### src/rtl/program_loader.sv
// Program loader: takes a framed byte stream (SYNC, LEN_LO, LEN_HI, 4*N data bytes, CSUM)
//   and writes the image word by word into the program ROM, holding the CPU in reset until verified.
// Latency: mem_we pulses exactly 1 cycle after the handshake of each word's 4th byte; done/cpu_hold
//   update 1 cycle after the CSUM handshake.
// Backpressure: in_ready is high in every state except DONE (from state only, never from in_valid).
// Ports: clk, reset (sync, active-high) | in_data/in_valid/in_ready byte stream |
//   mem_we/mem_addr/mem_wdata ROM write port | cpu_hold, done, error status.
module program_loader #(
  parameter int          PROGRAM_MEMORY_SIZE_WORDS = 1024,
  parameter int          ADDR_WIDTH                = 10,
  parameter logic [7:0]  SYNC_BYTE                 = 8'hA5
) (
  input  logic                  clk,
  input  logic                  reset,
  input  logic [7:0]            in_data,
  input  logic                  in_valid,
  output logic                  in_ready,
  output logic                  mem_we,
  output logic [ADDR_WIDTH-1:0] mem_addr,
  output logic [31:0]           mem_wdata,
  output logic                  cpu_hold,
  output logic                  done,
  output logic                  error
);

  typedef enum logic [2:0] {
    S_IDLE,
    S_LEN_LO,
    S_LEN_HI,
    S_DATA,
    S_CSUM,
    S_DONE,
    S_ERROR
  } state_t;

  state_t      state;
  logic [7:0]  len_lo;
  logic [15:0] word_cnt;
  logic [15:0] word_idx;
  logic [1:0]  byte_idx;
  logic [7:0]  csum;
  logic [23:0] asm_word;   // lower three bytes of the word being assembled

  logic        accept;
  logic [15:0] len_full;
  logic [31:0] len_ext;
  logic        len_bad;

  // Reset is OR'd in so in_ready reads 1 during reset even before the state register is known.
  assign in_ready = reset || (state != S_DONE);
  assign accept   = in_valid && in_ready;

  // Length candidate formed from the byte currently on the bus plus the latched low byte.
  assign len_full = {in_data, len_lo};
  assign len_ext  = {16'd0, len_full};
  assign len_bad  = (len_full == 16'd0) || (len_ext > 32'(PROGRAM_MEMORY_SIZE_WORDS));

  always_ff @(posedge clk) begin
    if (reset) begin
      state     <= S_IDLE;
      len_lo    <= 8'd0;
      word_cnt  <= 16'd0;
      word_idx  <= 16'd0;
      byte_idx  <= 2'd0;
      csum      <= 8'd0;
      asm_word  <= 24'd0;
      mem_we    <= 1'b0;
      mem_addr  <= '0;
      mem_wdata <= 32'd0;
      cpu_hold  <= 1'b1;
      done      <= 1'b0;
      error     <= 1'b0;
    end else begin
      // Write strobe is a single-cycle pulse; address and data hold between writes.
      mem_we <= 1'b0;
      if (accept) begin
        case (state)
          S_IDLE: begin
            if (in_data == SYNC_BYTE) state <= S_LEN_LO;
          end
          S_LEN_LO: begin
            len_lo <= in_data;
            state  <= S_LEN_HI;
          end
          S_LEN_HI: begin
            word_cnt <= len_full;
            if (len_bad) begin
              state <= S_ERROR;
              error <= 1'b1;
            end else begin
              state    <= S_DATA;
              word_idx <= 16'd0;
              byte_idx <= 2'd0;
              csum     <= 8'd0;
            end
          end
          S_DATA: begin
            csum     <= csum ^ in_data;
            byte_idx <= byte_idx + 2'd1;
            case (byte_idx)
              2'd0: asm_word[7:0]   <= in_data;
              2'd1: asm_word[15:8]  <= in_data;
              2'd2: asm_word[23:16] <= in_data;
              default: begin
                mem_we    <= 1'b1;
                mem_addr  <= word_idx[ADDR_WIDTH-1:0];
                mem_wdata <= {in_data, asm_word};
                word_idx  <= word_idx + 16'd1;
                if (word_idx == word_cnt - 16'd1) state <= S_CSUM;
              end
            endcase
          end
          S_CSUM: begin
            if (in_data == csum) begin
              state    <= S_DONE;
              done     <= 1'b1;
              cpu_hold <= 1'b0;
            end else begin
              state <= S_ERROR;
              error <= 1'b1;
            end
          end
          S_ERROR: begin
            // Only a fresh sync restarts the load; anything else is dropped.
            if (in_data == SYNC_BYTE) begin
              error <= 1'b0;
              state <= S_LEN_LO;
            end
          end
          S_DONE: begin
            state <= S_DONE;
          end
          default: begin
            state <= S_IDLE;
          end
        endcase
      end
    end
  end

endmodule

### config.mk
export PLATFORM = sky130hd
export DESIGN_NAME = program_loader
export DESIGN_NICKNAME = d
export VERILOG_FILES = /design/src/rtl/program_loader.sv
export SDC_FILE = /design/constraint.sdc
export NUM_CORES = 1
export LEC_CHECK = 0
export ABC_AREA = 1
export BUFFER_PORTS_ARGS = -buffer_cell sky130_fd_sc_hd__buf_2
export CORE_ASPECT_RATIO = 1.4
export CORE_MARGIN = 3
export CORE_UTILIZATION = 51
export CTS_CLUSTER_DIAMETER = 40
export DETAILED_ROUTE_END_ITERATION = 16
export GPL_TIMING_DRIVEN = 1
export PLACE_DENSITY = 0.7
export SETUP_SLACK_MARGIN = 0.02
export SYNTH_ARGS = -nofsm -noshare
export SYNTH_HDL_FRONTEND = slang
export SYNTH_SLANG_ARGS = --single-unit
### constraint.sdc
create_clock -name clk -period 2.25 [get_ports clk]
set_input_delay 0.1125 -clock clk [delete_from_list [all_inputs] [get_ports clk]]
set_output_delay 0.1125 -clock clk [all_outputs]
set_load 0.01 [all_outputs]
Yosys cells after proc, flatten, opt, wreduce, memory -nomap -nowiden
Cells that the tools add are included.

storage, ports and cells
  flip-flop bits (word level) = 123
  output and inout port bits = 47
  logic and storage cells = 82

operators by class
  add/subtract/negate cells = 3
  $lt $le $gt $ge = 1
  equal/unequal tests = 19
  multiplexer cells = 18
  bitwise gates (word level) = 4
  reductions and logical operators = 22

operators by type and width
  operator                                              number
  two-way mux 16 bit                                    2
  one-hot mux 16 bit (2 select lines)                   1
  one-hot mux 3 bit (6 select lines)                    1
  AND reduction 3 bit                                   6
  adder 16 x 1 -> 16 bit, second input constant         1
  == test 16 bit                                        1
  > comparator 16 x 11 -> 1 bit, second input constant  1
  zero test 16 bit                                      1
  one-hot mux 8 bit (2 select lines)                    1
  subtractor 16 x 1 -> 16 bit, second input constant    1
  two-way mux 3 bit                                     4
  inequality test 2 bit, second input constant          6
  == test 3 bit, second input constant                  3
  == test 8 bit                                         1
  == test 8 bit, second input constant                  1
  two-way mux 8 bit                                     1
  AND reduction 4 bit                                   2
  bitwise XOR 8 bit                                     1
  == test 3 x 2 -> 1 bit, second input constant         2
  OR reduction 3 bit                                    2
  AND reduction 5 bit                                   1
  two-way mux 1 bit                                     4
  two-way mux 2 bit                                     2
  one-hot mux 2 bit (2 select lines)                    1
  16 further kinds                                      20

Logic depth before layout (Yosys ltp)
  depth after elaboration = 5
  depth in mapped cells = 16
  mapped depth without buffers = 16

Least setup slack after synthesis
OpenSTA, ideal clock, no wires.

  path kind = flip-flop to flip-flop
  from = register word_cnt[0]
  to = register state[2]
  library setup time = 0.113 ns
  arrival time = 1.589 ns
  required time = 2.137 ns
  slack = 0.548 ns
  stages on the path, launching flop included = 16
  clock period less this slack = 1.702 ns
  cells stage by stage = dfxtp_1 > inv_2 > ha_1 > inv_1 > nand2_1 > nand2_1 > nor2_1 > nand3_1 > nor2_1 > nand2_1 > nor2_1 > nand2_1 > o21bai_4 > nand2_2 > nor2_1 > nor2_1

between the ends
  word-level cells in the longest chain between the ends = 4

RTL lines
  item                             RTL line  source
  start: declaration               38        logic [15:0] word_cnt;
  start signal: assignment         86        word_cnt <= len_full;
  subtractor 16 x 1 -> 16 bit      109       if (word_idx == word_cnt - 16'd1) state <= S_CSUM;
  == test 16 bit                   109
  inequality test 2 bit (no line)  n/a
  AND reduction 4 bit (no line)    n/a
  end signal: assignment           109
  end signal: assignment           115       state <= S_DONE;
  end signal: assignment           119       state <= S_ERROR;
  end: declaration                 36        state_t state;

Every way passes these cells.
A chain may end at the register's enable or synchronous reset.

Final worst setup path
  from = register state[0]
  to = register word_idx[8]

between the ends
  word-level cells in the longest chain between the ends = 4
  elaborated cells on any way between the ends = 10

RTL lines
  item                           RTL line  source
  start signal: assignment       60        state <= S_IDLE;
  start signal: assignment       79        if (in_data == SYNC_BYTE) state <= S_LEN_LO;
  start signal: assignment       83        state <= S_LEN_HI;
  inequality test 3 bit          50        assign in_ready = reset || (state != S_DONE);
  logical OR 1 bit               50
  logical AND 1 bit              51        assign accept = in_valid && in_ready;
  AND reduction 4 bit (no line)  n/a
  end signal: assignment         108       word_idx <= word_idx + 16'd1;
  end: declaration               39        logic [15:0] word_idx;

Parallel ways exist; a longest one is shown, timed or not.

==> Flow_metrics.wiki <==
{| class="wikitable"
! Metric !! Value
|-
| Run status || finished, final reports clean
|-
| Setup violators final || 0
|-
| Data arrival at the endpoint of the critical path || 2.32 ns
|-
| Biggest cell delay along the critical path || 0.37 ns
|-
| Via count of the routed design || 5348
|-
| Total length of routed wires || 14.9 mm
|-
| Maximum capacitance violations || 0
|-
| Cell-by-cell listing of the critical path || inv_2 -> nor3_4 -> inv_2 -> nor2_4 -> inv_2 -> nand2_4 -> nand2_4 -> o21ai_0 -> nor3b_1
|-
| Flops & latches, synth || 123
|-
| Total number of clock tree sinks || 123
|-
| Worst min-delay path category || in2reg
|-
| Number of global-route vias before repair || 5112
|-
| Critical-path maximum fanout || 17
|-
| Maximum number of pins on one net before global-route repair || 65
|-
| Data required time at the worst endpoint || 2.58 ns
|-
| DR vias/cell || 5.27
|-
| Post-Syn Instances || 812
|-
| Final weighted congestion in routability-driven placement || 0.930
|-
| Antenna Violating Nets Remaining || 0
|-
| Die Width || 96.2 um
|-
| Area overhead of the layout relative to synthesis || 15.9%
|-
| Number of CTS-inserted buffers || 17
|-
| Synth async-reset ratio || 0%
|-
| Buffer depth of the longest clock path || 2
|-
| CTS tree || built
|-
| # rows || 45
|-
| Worst hold slack after final layout || 0.0230 ns
|-
| Number of synthesis warnings || 0
|-
| Library cell occupying the most area in the post-synthesis netlist || dfxtp_1
|-
| Avg Synthesized Cell Area || 7.15 um^2
|-
| Sequential-to-total area share from yosys stat || 42.4%
|-
| Summed instance area of the synthesized netlist || 0.00581 mm^2
|-
| Fin crit period || 1.99 ns
|-
| Maximum frequency from static timing analysis || 0.502 GHz
|-
| Placeable core region || 0.0110 mm^2
|-
| IO Pins || 58
|-
| Largest vdd supply drop || 0.000609 V
|-
| Met2 Resource Use GR || 41.8%
|-
| Portion of total power attributed to the clock network || 42.2%
|-
| Global routing met1 resource utilization || 30.5%
|-
| CTS H-tree lvls || 4
|-
| Share of final-layout standard cells stronger than drive strength 1 || 17.3%
|-
| Total power after layout || 0.00615 W
|-
| Insertion delay to the later sink of the worst-skew pair || 0.41 ns
|-
| Crit-path most repeated cell || inv_2
|-
| Synth area leaders || dfxtp_1 (42%), nor2_1 (9.8%), nand2_1 (9.6%)
|-
| 1st-pass router iterations || 5
|-
| Worst Max-Slew Pin Slew || 0.809 ns
|-
| CP Launch Type || register
|-
| Switching power summed over all nets || 0.00189 W
|-
| Design internal power || 0.00426 W
|-
| Global route hottest layer || met2
|-
| Distinct cells, synth || 36
|-
| 1st-iter DRT viols || 334
|-
| Post-Synthesis Net Count || 829
|-
| Antenna violations before repair || 0
|-
| Routed len/inst || 14.7 um
|-
| Share of the synthesized area in the top cell type || 42.4%
|-
| Met3 usage || 4.17%
|-
| RSZ-0062 raised after global routing || false
|-
| Relative max-transition margin || 45.9%
|-
| Total number of nets in the final design || 879
|-
| Number of buffers inserted by hold repair at cts || 0
|-
| Setup crit end kind || register
|-
| EDFF count, synth || 0
|-
| Post-DP HPWL || 10.9 mm
|-
| Total negative setup slack || 0 ns
|-
| Post-route cell area || 0.00673 mm^2
|-
| Final cycle utilization of the critical path || 88.6%
|-
| Die footprint || 0.0127 mm^2
|-
| Final clock skew || 0.00403 ns
|-
| Total Routing Usage GR || 24.6%
|-
| Final core area utilization || 61.3%
|-
| Main flop type after synthesis || dfxtp_1
|-
| Clk slew on worst S/H paths || 0.06 ns
|-
| Logic pwr share || 19.5%
|-
| Standard cell with the maximum stage delay on the critical path || dfxtp_1
|-
| Power per unit of standard cell area || 914 mW/mm^2
|-
| Flop pwr share || 38.4%
|-
| First-pass GRT wire length || 24.7 mm
|-
| Pleak || 3.01 nW
|-
| Hold violation total from the final report || 0
|-
| Total DRC errors in the routed layout || 0
|-
| Critical path class || reg2reg
|-
| Starting Density || 52.9%
|-
| Height of the die || 132 um
|-
| Post-CTS Repair Setup Buffers || 0
|-
| Area of placed instances || 0.00614 mm^2
|-
| Global route overflow || 0
|-
| Proportion of total power due to net switching || 30.7%
|-
| Port Buf Inserts || 57
|-
| Antenna diode count || 0
|-
| Max Transition Viols Final || 0
|-
| Clock root buffer master || clkbuf_16
|}
metrics by stage:
stage	setup slack, ns	cells
after floorplan	0.548	812
after global placement	0.248	984
after detailed placement	0.222	984
after CTS	0.200	1015
after global routing	0.0278	1015
final	0.257	1015
layer usage:
| layer | routed length, um | vias to the layer above | share of wire (%) |
|---|---|---|---|
| li1 | - | 2723 | - |
| met1 | 6330 | 2459 | 42 |
| met2 | 7630 | 129 | 51 |
| met3 | 607 | 37 | 4.1 |
| met4 | 384 | 0 | 2.6 |
| met5 | 0 | - | 0 |
worst max-delay path: cells and delay by family (launching register included):
kind / cells / cell delay, ns
simple gates: 5 / 1.01
flops: 1 / 0.37
compound gates: 1 / 0.19
buf+inv: 3 / 0.33
timing repair:
item / CTS / global route
setup endpoints to repair: 0 / 3
gates resized for setup: 0 / 4
endpoints found under the hold margin: 0 / 0
flip-flops by register name (all words and copies together), names as in the netlist, 2 cells and up:
| name | count |
|---|---|
| word_idx | 16 |
| mem_wdata | 32 |
| state | 3 |
| mem_addr | 10 |
| asm_word | 24 |
| csum | 8 |
| len_lo | 8 |
| byte_idx | 2 |
| word_cnt | 16 |
cell families after synthesis:
family	after synthesis	share of synthesized area (%)
simple gates	393	29.5
compound gates	166	15.3
fa+ha+maj	6	1.29
flops	123	42.4
xor+xnor	25	3.77
buf+inv	99	7.74
Yosys cell counts (2+ instances only):
library cell  number
nor2_1           152
nand2_1          149
dfxtp_1          123
a21oi_1           85
o21ai_0           52
inv_1             49
nand3_1           43
xor2_1            22
o21ai_1           16
clkbuf_1          14
buf_2             12
inv_2             10
nand2_2           10
nand4_1            8
a21oi_2            7
buf_4              6
ha_1               6
nor2_2             6
buf_6              5
nor2_4             5
nor3_1             5
nand2_4            4
nor4_1             4
nor3b_1            3
xnor2_1            3
clkbuf_2           2
o21bai_1           2
cell type report:
class / instances / area, um^2
clock buffers: 19 / 453
clock inverters: 12 / 118
fillers: 1019 / 4250
inverters: 60 / 225
multi-input cells: 590 / 2910
flip-flops and latches: 123 / 2460
well taps: 141 / 176
repair buffers: 70 / 383
path summary, 6_finish.rpt:
check	from	end	slack, ns	cells after the start
worst min-delay path	in_data[3]	word_cnt[11]	0.02	3
worst min register to register	error	error	0.45	2
worst max register to register	state[0]	word_idx[8]	0.26	9
worst max-delay path	state[0]	word_idx[8]	0.26	9
cells in the final DEF (no fill, tap or decap), types with 2 or more instances in the layout:
master and n:
nor2_1 151, nand2_1 149, dfxtp_1 122, a21oi_1 85, buf_2 57, o21ai_0 52
inv_1 48, nand3_1 43, xor2_1 22, clkbuf_16 17, o21ai_1 16, buf_4 13
inv_2 11, nand2_2 10, nand4_1 8, nor2_2 7, a21oi_2 7, clkinvlp_4 7
nor2_4 5, nor3_1 5, ha_1 5, nand2_4 4, nor4_1 4, xnor2_1 3
nor3b_1 3, o21bai_1 2, clkbuf_8 2, clkinv_4 2, inv_6 2
power groups by stage:
stage | clock network [W] | logic, W | registers, W
after floorplan | 0 | 0.000941 | 0.00238
after global placement | 0 | 0.00115 | 0.00240
after detailed placement | 0 | 0.00117 | 0.00240
after CTS | 0.00263 | 0.00118 | 0.00235
after global routing | 0.00272 | 0.00136 | 0.00237
final | 0.00259 | 0.00120 | 0.00236
Power figures use the tool's default switching activity.
